### config.mk
export PLATFORM = sky130hd
export DESIGN_NAME = bdi_decompressor_flat
export DESIGN_NICKNAME = d
export VERILOG_FILES = /design/src/rtl/bdi_pkg.sv /design/src/rtl/bdi_decompressor_if.sv /design/src/rtl/bdi_word_extract.sv /design/src/rtl/bdi_decompressor.sv /design/src/flat_wrapper.sv
export SDC_FILE = /design/constraint.sdc
export NUM_CORES = 1
export LEC_CHECK = 0
export ABC_AREA = 0
export CAP_MARGIN = 20
export CORE_UTILIZATION = 40
export DETAILED_ROUTE_END_ITERATION = 8
export GPL_TIMING_DRIVEN = 0
export PLACE_DENSITY = 0.66
export SETUP_SLACK_MARGIN = 0.02
export SYNTH_ARGS = -nofsm -noshare
export SYNTH_HDL_FRONTEND = slang
export SYNTH_SLANG_ARGS = --single-unit
### constraint.sdc
create_clock -name clk -period 6.5 [get_ports clk]
set_clock_uncertainty 0.1 [all_clocks]
set_input_delay 1.3 -clock clk [delete_from_list [all_inputs] [get_ports clk]]
set_output_delay 1.3 -clock clk [all_outputs]
set_load 0.01 [all_outputs]
### src/rtl/bdi_pkg.sv
// bdi_pkg: shared constants and types for the BDI decompressor slice.
// Holds the compression mode encodings, the B4D1 delta layout, the
// controller state type and a saturating-increment helper used by the
// optional statistics counters.
package bdi_pkg;

    localparam int WORD_WIDTH     = 32;
    localparam int DATA_FIELD     = 8 * WORD_WIDTH;
    localparam int PAIR_WORDS     = 16;
    localparam int DELTA_BASE_OFS = 32;
    localparam int DELTA_W        = 8;

    typedef logic [7:0] bdi_mode_t;

    localparam bdi_mode_t MODE_RAW  = 8'h00;
    localparam bdi_mode_t MODE_ZERO = 8'h01;
    localparam bdi_mode_t MODE_REP  = 8'h02;
    localparam bdi_mode_t MODE_B4D1 = 8'h04;

    typedef enum logic [1:0] {
        IDLE,
        LOAD,
        BURST
    } dec_state_t;

    function automatic logic [31:0] sat_inc(input logic [31:0] v);
        return (&v) ? v : v + 32'd1;
    endfunction

endpackage

### src/rtl/bdi_decompressor_if.sv
// bdi_decompressor_if: request/response handshake bundle of the decompressor.
//   in_*  : request side (valid/ready, entry data, mode, base select, address, burst)
//   out_* : response side (valid/ready, word, index, last, err)
// Modports: master = requester/consumer (testbench or upstream), slave = decompressor.
interface bdi_decompressor_if;
    import bdi_pkg::*;

    logic                  in_valid;
    logic                  in_ready;
    logic [DATA_FIELD-1:0] in_data;
    bdi_mode_t             in_mode;
    logic [31:0]           in_base_one_hot;
    logic [3:0]            in_word_addr;
    logic                  in_burst;

    logic                  out_valid;
    logic                  out_ready;
    logic [WORD_WIDTH-1:0] out_word;
    logic [3:0]            out_word_idx;
    logic                  out_last;
    logic                  out_err;

    modport master (
        output in_valid, in_data, in_mode, in_base_one_hot, in_word_addr, in_burst,
        output out_ready,
        input  in_ready,
        input  out_valid, out_word, out_word_idx, out_last, out_err
    );

    modport slave (
        input  in_valid, in_data, in_mode, in_base_one_hot, in_word_addr, in_burst,
        input  out_ready,
        output in_ready,
        output out_valid, out_word, out_word_idx, out_last, out_err
    );

endinterface

### src/rtl/bdi_word_extract.sv
// bdi_word_extract: combinational reconstruction of one word from a
// compressed entry.
//   data  in  256  compressed entry
//   mode  in  8    compression mode
//   bohot in  16   per-word implicit-zero-base select
//   idx   in  4    word index within the pair
//   word  out 32   reconstructed word (0 when err)
//   err   out 1    illegal mode, or RAW index beyond the stored 8 words
module bdi_word_extract
    import bdi_pkg::*;
(
    input  logic [DATA_FIELD-1:0] data,
    input  bdi_mode_t             mode,
    input  logic [15:0]           bohot,
    input  logic [3:0]            idx,
    output logic [WORD_WIDTH-1:0] word,
    output logic                  err
);

    logic [7:0]            lsb_raw;
    logic [7:0]            lsb_delta;
    logic [DELTA_W-1:0]    delta;
    logic [WORD_WIDTH-1:0] base;

    assign lsb_raw   = {idx[2:0], 5'b0};
    assign lsb_delta = 8'(DELTA_BASE_OFS) + {1'b0, idx, 3'b0};
    assign delta     = data[lsb_delta +: DELTA_W];
    assign base      = data[WORD_WIDTH-1:0];

    always_comb begin
        word = '0;
        err  = 1'b0;
        case (mode)
            MODE_RAW: begin
                if (idx[3]) err = 1'b1;
                else        word = data[lsb_raw +: WORD_WIDTH];
            end
            MODE_ZERO: word = '0;
            MODE_REP:  word = base;
            MODE_B4D1: word = (bohot[idx] ? '0 : base)
                              + {{(WORD_WIDTH-DELTA_W){delta[DELTA_W-1]}}, delta};
            default:   err = 1'b1;
        endcase
    end

endmodule

### src/rtl/bdi_decompressor.sv
// bdi_decompressor: reconstructs words from a stored BDI-compressed entry.
// A request is captured into a stage register, decoded through
// bdi_word_extract and registered at the output: first word two cycles
// after acceptance. Burst requests then step one index per output handshake.
// Ports:
//   clk  in  clock
//   rst  in  asynchronous active-low reset
//   bus  slave modport of bdi_decompressor_if (request + response handshakes)
//   stat_raw/zero/rep/b4d1/err  out 32  per-mode accepted-request counters
//                                       (present only with BDI_STATS_EN defined)
//
// state | meaning
// IDLE  | waiting for a request; in_ready asserted
// LOAD  | entry held in stage register, first word being registered
// BURST | output word presented; index advances on each handshake
module bdi_decompressor
    import bdi_pkg::*;
(
    input  logic clk,
    input  logic rst,
    bdi_decompressor_if.slave bus
`ifdef BDI_STATS_EN
    ,
    output logic [31:0] stat_raw,
    output logic [31:0] stat_zero,
    output logic [31:0] stat_rep,
    output logic [31:0] stat_b4d1,
    output logic [31:0] stat_err
`endif
);

    dec_state_t            state;
    logic                  rdy_en;
    logic [DATA_FIELD-1:0] stg_data;
    bdi_mode_t             stg_mode;
    logic [15:0]           stg_bohot;
    logic [3:0]            stg_idx;
    logic                  stg_burst;

    logic                  out_valid_q;
    logic [WORD_WIDTH-1:0] out_word_q;
    logic [3:0]            out_idx_q;
    logic                  out_last_q;
    logic                  out_err_q;

    logic                  accept;
    logic                  hs;
    logic                  load_out;
    logic                  last_beat;
    logic [3:0]            ext_idx;
    logic [WORD_WIDTH-1:0] ext_word;
    logic                  ext_err;
    logic                  unused_bohot_hi;

    assign unused_bohot_hi = ^bus.in_base_one_hot[31:16];

    // rdy_en keeps in_ready low for the first cycle out of reset.
    assign bus.in_ready = rdy_en && (state == IDLE) && (!out_valid_q || bus.out_ready);
    assign accept       = bus.in_valid && bus.in_ready;
    assign hs           = out_valid_q && bus.out_ready;

    // In BURST the extractor looks one index ahead so the next word is ready
    // to be registered on the same edge as the current handshake.
    assign ext_idx   = (state == BURST) ? stg_idx + 4'd1 : stg_idx;
    assign load_out  = (state == LOAD) || ((state == BURST) && hs && !out_last_q);
    assign last_beat = ext_err || !stg_burst
                       || (ext_idx == ((stg_mode == MODE_RAW) ? 4'd7 : 4'd15));

    bdi_word_extract u_extract (
        .data  (stg_data),
        .mode  (stg_mode),
        .bohot (stg_bohot),
        .idx   (ext_idx),
        .word  (ext_word),
        .err   (ext_err)
    );

    always_ff @(posedge clk or negedge rst) begin
        if (!rst) begin
            state       <= IDLE;
            rdy_en      <= 1'b0;
            stg_data    <= '0;
            stg_mode    <= MODE_RAW;
            stg_bohot   <= '0;
            stg_idx     <= '0;
            stg_burst   <= 1'b0;
            out_valid_q <= 1'b0;
            out_word_q  <= '0;
            out_idx_q   <= '0;
            out_last_q  <= 1'b0;
            out_err_q   <= 1'b0;
        end else begin
            rdy_en <= 1'b1;

            if (load_out) begin
                out_valid_q <= 1'b1;
                out_word_q  <= ext_word;
                out_idx_q   <= ext_idx;
                out_last_q  <= last_beat;
                out_err_q   <= ext_err;
            end else if (hs) begin
                out_valid_q <= 1'b0;
            end

            case (state)
                IDLE: begin
                    if (accept) begin
                        stg_data  <= bus.in_data;
                        stg_mode  <= bus.in_mode;
                        stg_bohot <= bus.in_base_one_hot[15:0];
                        stg_idx   <= bus.in_burst ? 4'd0 : bus.in_word_addr;
                        stg_burst <= bus.in_burst;
                        state     <= LOAD;
                    end
                end
                LOAD: state <= BURST;
                BURST: begin
                    if (hs) begin
                        if (out_last_q) state <= IDLE;
                        else            stg_idx <= ext_idx;
                    end
                end
                default: state <= IDLE;
            endcase
        end
    end

    assign bus.out_valid    = out_valid_q;
    assign bus.out_word     = out_word_q;
    assign bus.out_word_idx = out_idx_q;
    assign bus.out_last     = out_last_q;
    assign bus.out_err      = out_err_q;

`ifdef BDI_STATS_EN
    always_ff @(posedge clk or negedge rst) begin
        if (!rst) begin
            stat_raw  <= '0;
            stat_zero <= '0;
            stat_rep  <= '0;
            stat_b4d1 <= '0;
            stat_err  <= '0;
        end else if (accept) begin
            case (bus.in_mode)
                MODE_RAW:  stat_raw  <= sat_inc(stat_raw);
                MODE_ZERO: stat_zero <= sat_inc(stat_zero);
                MODE_REP:  stat_rep  <= sat_inc(stat_rep);
                MODE_B4D1: stat_b4d1 <= sat_inc(stat_b4d1);
                default:   stat_err  <= sat_inc(stat_err);
            endcase
        end
    end
`endif

endmodule

### src/flat_wrapper.sv
// flat-port wrapper written by rule: the top's interface ports become plain ports
module bdi_decompressor_flat import bdi_pkg::*;
  (clk, rst, bus_in_valid, bus_in_data, bus_in_mode, bus_in_base_one_hot, bus_in_word_addr, bus_in_burst, bus_out_ready, bus_in_ready, bus_out_valid, bus_out_word, bus_out_word_idx, bus_out_last, bus_out_err);
  bdi_decompressor_if bus_i ();
  input  logic clk;
  input  logic rst;
  input wire logic [$bits(bus_i.in_valid)-1:0] bus_in_valid;
  input wire logic [$bits(bus_i.in_data)-1:0] bus_in_data;
  input wire logic [$bits(bus_i.in_mode)-1:0] bus_in_mode;
  input wire logic [$bits(bus_i.in_base_one_hot)-1:0] bus_in_base_one_hot;
  input wire logic [$bits(bus_i.in_word_addr)-1:0] bus_in_word_addr;
  input wire logic [$bits(bus_i.in_burst)-1:0] bus_in_burst;
  input wire logic [$bits(bus_i.out_ready)-1:0] bus_out_ready;
  output wire logic [$bits(bus_i.in_ready)-1:0] bus_in_ready;
  output wire logic [$bits(bus_i.out_valid)-1:0] bus_out_valid;
  output wire logic [$bits(bus_i.out_word)-1:0] bus_out_word;
  output wire logic [$bits(bus_i.out_word_idx)-1:0] bus_out_word_idx;
  output wire logic [$bits(bus_i.out_last)-1:0] bus_out_last;
  output wire logic [$bits(bus_i.out_err)-1:0] bus_out_err;
  assign bus_i.in_valid = bus_in_valid;
  assign bus_i.in_data = bus_in_data;
  assign bus_i.in_mode = bus_in_mode;
  assign bus_i.in_base_one_hot = bus_in_base_one_hot;
  assign bus_i.in_word_addr = bus_in_word_addr;
  assign bus_i.in_burst = bus_in_burst;
  assign bus_i.out_ready = bus_out_ready;
  assign bus_in_ready = bus_i.in_ready;
  assign bus_out_valid = bus_i.out_valid;
  assign bus_out_word = bus_i.out_word;
  assign bus_out_word_idx = bus_i.out_word_idx;
  assign bus_out_last = bus_i.out_last;
  assign bus_out_err = bus_i.out_err;
  bdi_decompressor u_core (.clk(clk), .rst(rst), .bus(bus_i));
endmodule
==> results of run 1 <==
## final cells by class
type | instances | area (um2)
sequential | 327 | 8184
multi-input combinational | 1693 | 9698
tap | 600 | 750.7
inverter | 15 | 56.30
fill | 4242 | 21130
clock inverter | 13 | 197.7
antenna | 2 | 5.005
clock buffer | 53 | 1147
buffer | 144 | 723.2
timing repair buffer | 348 | 3491
## worst max-delay path by stage
stage	slack, ns	start	to	depth (start not counted)
after CTS	0.01	u_core.state[0]	u_core.bus.out_word[26]	25
final	0.15	u_core.stg_idx[0]	u_core.bus.out_word[28]	24
after global placement	-9.98	rst	u_core.stg_data[100]	1
after global routing	-0.006	u_core.stg_idx[1]	u_core.bus.out_word[26]	25
after floorplan	0.19	u_core.stg_idx[0]	u_core.bus.out_word[30]	25
after detailed placement	-1.78	u_core.stg_idx[1]	u_core.bus.out_word[30]	24
## routing by layer
layer / GRT usage (%) / wire length (um) / up-vias
li1: - / - / 8150
met1: 47.44 / 33490 / 9054
met2: 52.20 / 35410 / 1002
met3: 5.333 / 6611 / 178
met4: 15.28 / 3779 / 2
met5: 0 / 11 / -
## flip-flops by register name (all words and copies together), names as in the netlist
signal,count
u_core.bus.out_word_idx,4
u_core.bus.out_word,32
u_core.rdy_en,1
u_core.stg_idx,4
u_core.state,2
u_core.stg_bohot,16
u_core.stg_burst,1
u_core.stg_mode,8
u_core.stg_data,256
u_core.bus.out_err,1
u_core.bus.out_valid,1
u_core.bus.out_last,1
## metrics by stage
step	hold slack [ns]	setup TNS [ns]	util [%]	power [W]	std cells
after detailed placement	0.3547	-31.02	49.56	0.01367	3112
after global placement	0.3520	-3276.51	49.43	0.01363	3110
final	0.3686	0	53.44	0.01686	3195
after global routing	0.3857	-0.01477	53.43	0.01768	3193
after floorplan	0.3370	0	-	0.01017	2182
after CTS	0.3700	0	53.20	0.01639	3187
## critical path: cells and delay by family (launching register included)
kind / cells / cell delay [ns]
DFF: 1 / 0.41
xor gates and xnor gates: 1 / 0.20
muxes: 1 / 0.29
buffers and inverters: 3 / 0.62
adders and majority gates: 3 / 0.95
and+or+nand+nor: 5 / 0.84
AOI/OAI and AO/OA: 11 / 2.79
## cells by family (layout without fill, tap and decap cells)
kind of cell / count (synthesis) / in the layout / share of synthesized area (%)
AND/OR/NAND/NOR: 1227 / 1227 / 26.82
AO/OA/AOI/OAI: 304 / 304 / 11.36
adder cells (fa/ha/maj): 29 / 29 / 1.999
buffers and inverters: 162 / 573 / 3.475
multiplexers: 86 / 86 / 9.453
flip-flops: 327 / 327 / 44.48
other: 1 / 3 / 0.02038
XOR/XNOR: 46 / 46 / 2.394
## power by group through the flow
stage | combinational [W] | sequential, W | clock [W]
6_report | 0.0105 | 0.00410 | 0.00230
5_1_grt | 0.0111 | 0.00414 | 0.00240
4_1_cts | 0.0100 | 0.00402 | 0.00232
3_5_place_dp | 0.00964 | 0.00404 | 0
3_3_place_gp | 0.00960 | 0.00402 | 0
2_1_floorplan | 0.00670 | 0.00347 | 0
## layout by cell type (no fill, tap or decap), types with 17 or more instances in the layout
cell / instances
a21o_1: 17
ha_1: 25
o21ai_0: 60
dfrtp_1: 326
clkdlybuf4s50_1: 327
nor2_1: 53
mux4_2: 70
xnor2_1: 32
clkbuf_1: 101
nand2_1: 1027
and3_1: 46
a21oi_1: 88
buf_4: 21
nand3_1: 48
clkbuf_16: 39
## repair_timing
action	4_1_cts	5_1_grt
cloned	0	1
pin swaps	11	7
hold buffers	0	0
buffers inserted	11	6
setup endpoints to repair	26	13
hold endpoints to repair	0	0
resized for setup	71	27
==> summary.md, run 1 <==
| Metric | Value |
|---|---|
| Area grow syn2layout | 31.83% |
| Wire per inst | 24.82 um |
| Post-synthesis cell area | 18400 um2 |
| Grt total ovfl | 0 |
| Die width | 216.5 um |
| Routed WL | 79.30 mm |
| Post-synth EDFFs | 0 |
| CTS tree | done |
| R2R Setup Slk | 0.15 ns |
| Critical Path Max Stage Delay | 0.46 ns |
| First-pass GRT wire length | 116.6 mm |
| R2R depth | 24 |
| Syn Area/Cell | 8.432 um2 |
| Area contributors post-synth | dfrtp_1 44%, nand2_1 21%, mux4_2 8.6% |
| Setup WS pre-CTS | -1.782 ns |
| Via/cell ratio | 5.755 |
| CTS Sinks | 327 |
| Worst Path Arrival | 6.69 ns |
| Crit path max fanout | 19 |
| Logic pwr share | 62.0% |
| Drt pass-1 iters | 8 |
| Fin crit period | 6.346 ns |
| DRC viols | 0 |
| Clock tree root driver cell | clkbuf_16 |
| Outcome | completed |
| Clock H-tree levels | 2 |
| WP data required | 6.84 ns |
| Switch Pwr | 0.008325 W |
| Synthesis warning total | 0 |
| Core box area | 45380 um2 |
| I/O pin count | 345 |
| Gpl congestion | 0.9638 |
| IO Port Bufs | 328 |
| Crit-path cells | ha_4 -> and3b_2 -> a21o_4 -> buf_6 -> o211ai_1 -> nand3_2 -> clkbuf_4 -> and3_1 -> ha_2 -> fa_1 -> a21o_1 -> a311o_1 -> a21oi_2 -> nor2b_1 -> a21oi_1 -> nor2b_1 -> mux2_1 -> a221o_2 -> a32oi_4 -> a21oi_4 -> buf_4 -> a221oi_2 -> xnor2_1 -> o21ai_1 |
| Commonest cells post-synth | 1027 x nand2_1, 327 x dfrtp_1, 115 x clkbuf_1 |
| Num rows | 78 |
| Via count of the routed design | 18390 |
| Worst r2r src | u_core.stg_idx[0] |
| Post-synth net total | 2515 |
| Pint | 0.008533 W |
| Final Max Tran Viols | 0 |
| Switching share of power | 49.38% |
| Final worst slack | 0.1544 ns |
| Mapped Cells | 2182 |
| Max-cap violations | 0 |
| HP Start | u_core.stg_mode[6] |
| Setup crit start kind | flip-flop |
| Count of state elements after synthesis | 327 |
| Fmax | 157.6 MHz |
| Initial antenna violation count | 3 |
| Top_reg_cell synth | dfrtp_1 |
| Num CTS Buffers | 37 |
| Final setup fails | 0 |
| Worst setup EP type | flip-flop |
| Dpl cell area | 22490 um2 |
| Post-synth top area share | 44.48% |
| Clk Latency, worst-skew pair | 0.58 ns |
| Gr usage total | 34.01% |
| Initial cell density of the core | 40.54% |
| Post-Layout Inst Area | 24250 um2 |
| Most frequent cell after synthesis | nand2_1 |
| Clock Power Share | 13.6% |
| Sequential Power Share | 24.3% |
| Net count reported at finish | 2899 |
| CP most frequent cell | nor2b_1 |
| HPWL Detailed | 62.26 mm |
| Fraction of layout cells with a size suffix above 1 | 8.831% |
| Crit path kind | reg -> reg |
| Register area share after synthesis | 44.48% |
| Clock-pin slew on the worst setup and hold paths | 0.06 ns |
| Peak VDD IR | 270.6 uV |
| Routed Antenna Nets | 0 |
| Slowest-stage cell, CP | fa_1 |
| Power per standard cell area | 695.1 nW/um2 |
| Hold Vio Cnt, Final | 0 |
| Number of global-route vias before repair | 18030 |
| Async set or reset register ratio after synthesis | 100.0% |
| Pleak | 11.26 nW |
| Die Y-Extent | 216.5 um |
| Area leader, netlist | dfrtp_1 |
| Endpoint, Worst Hold | u_core.stg_mode[6] |
| Largest net degree at the start of global routing | 125 |
| Type of the most critical hold path | reg -> reg |
| Slew HR | 17.71% |
| 1st-iter DRT viols | 1945 |
| Hold path cells | 2 |
| Actual slew at the worst max-slew pin | 1.234 ns |
| Crit share post-route | 97.62% |
| Synth cell types | 85 |
| Reg2Reg Capture Point | u_core.bus.out_word[28] |
| CTS max path bufs | 3 |
| Die area | 46850 um2 |
Power figures use the tool's default switching activity.
==> inputs of run 2 (changes only) <==
--- a/config.mk
+++ b/config.mk
@@ -15,3 +15,4 @@
 export SYNTH_ARGS = -nofsm -noshare
 export SYNTH_HDL_FRONTEND = slang
 export SYNTH_SLANG_ARGS = --single-unit
+export TNS_END_PERCENT = 100
==> results of run 2 <==
Final layout, timing and power as in run 1 (identical DEF).
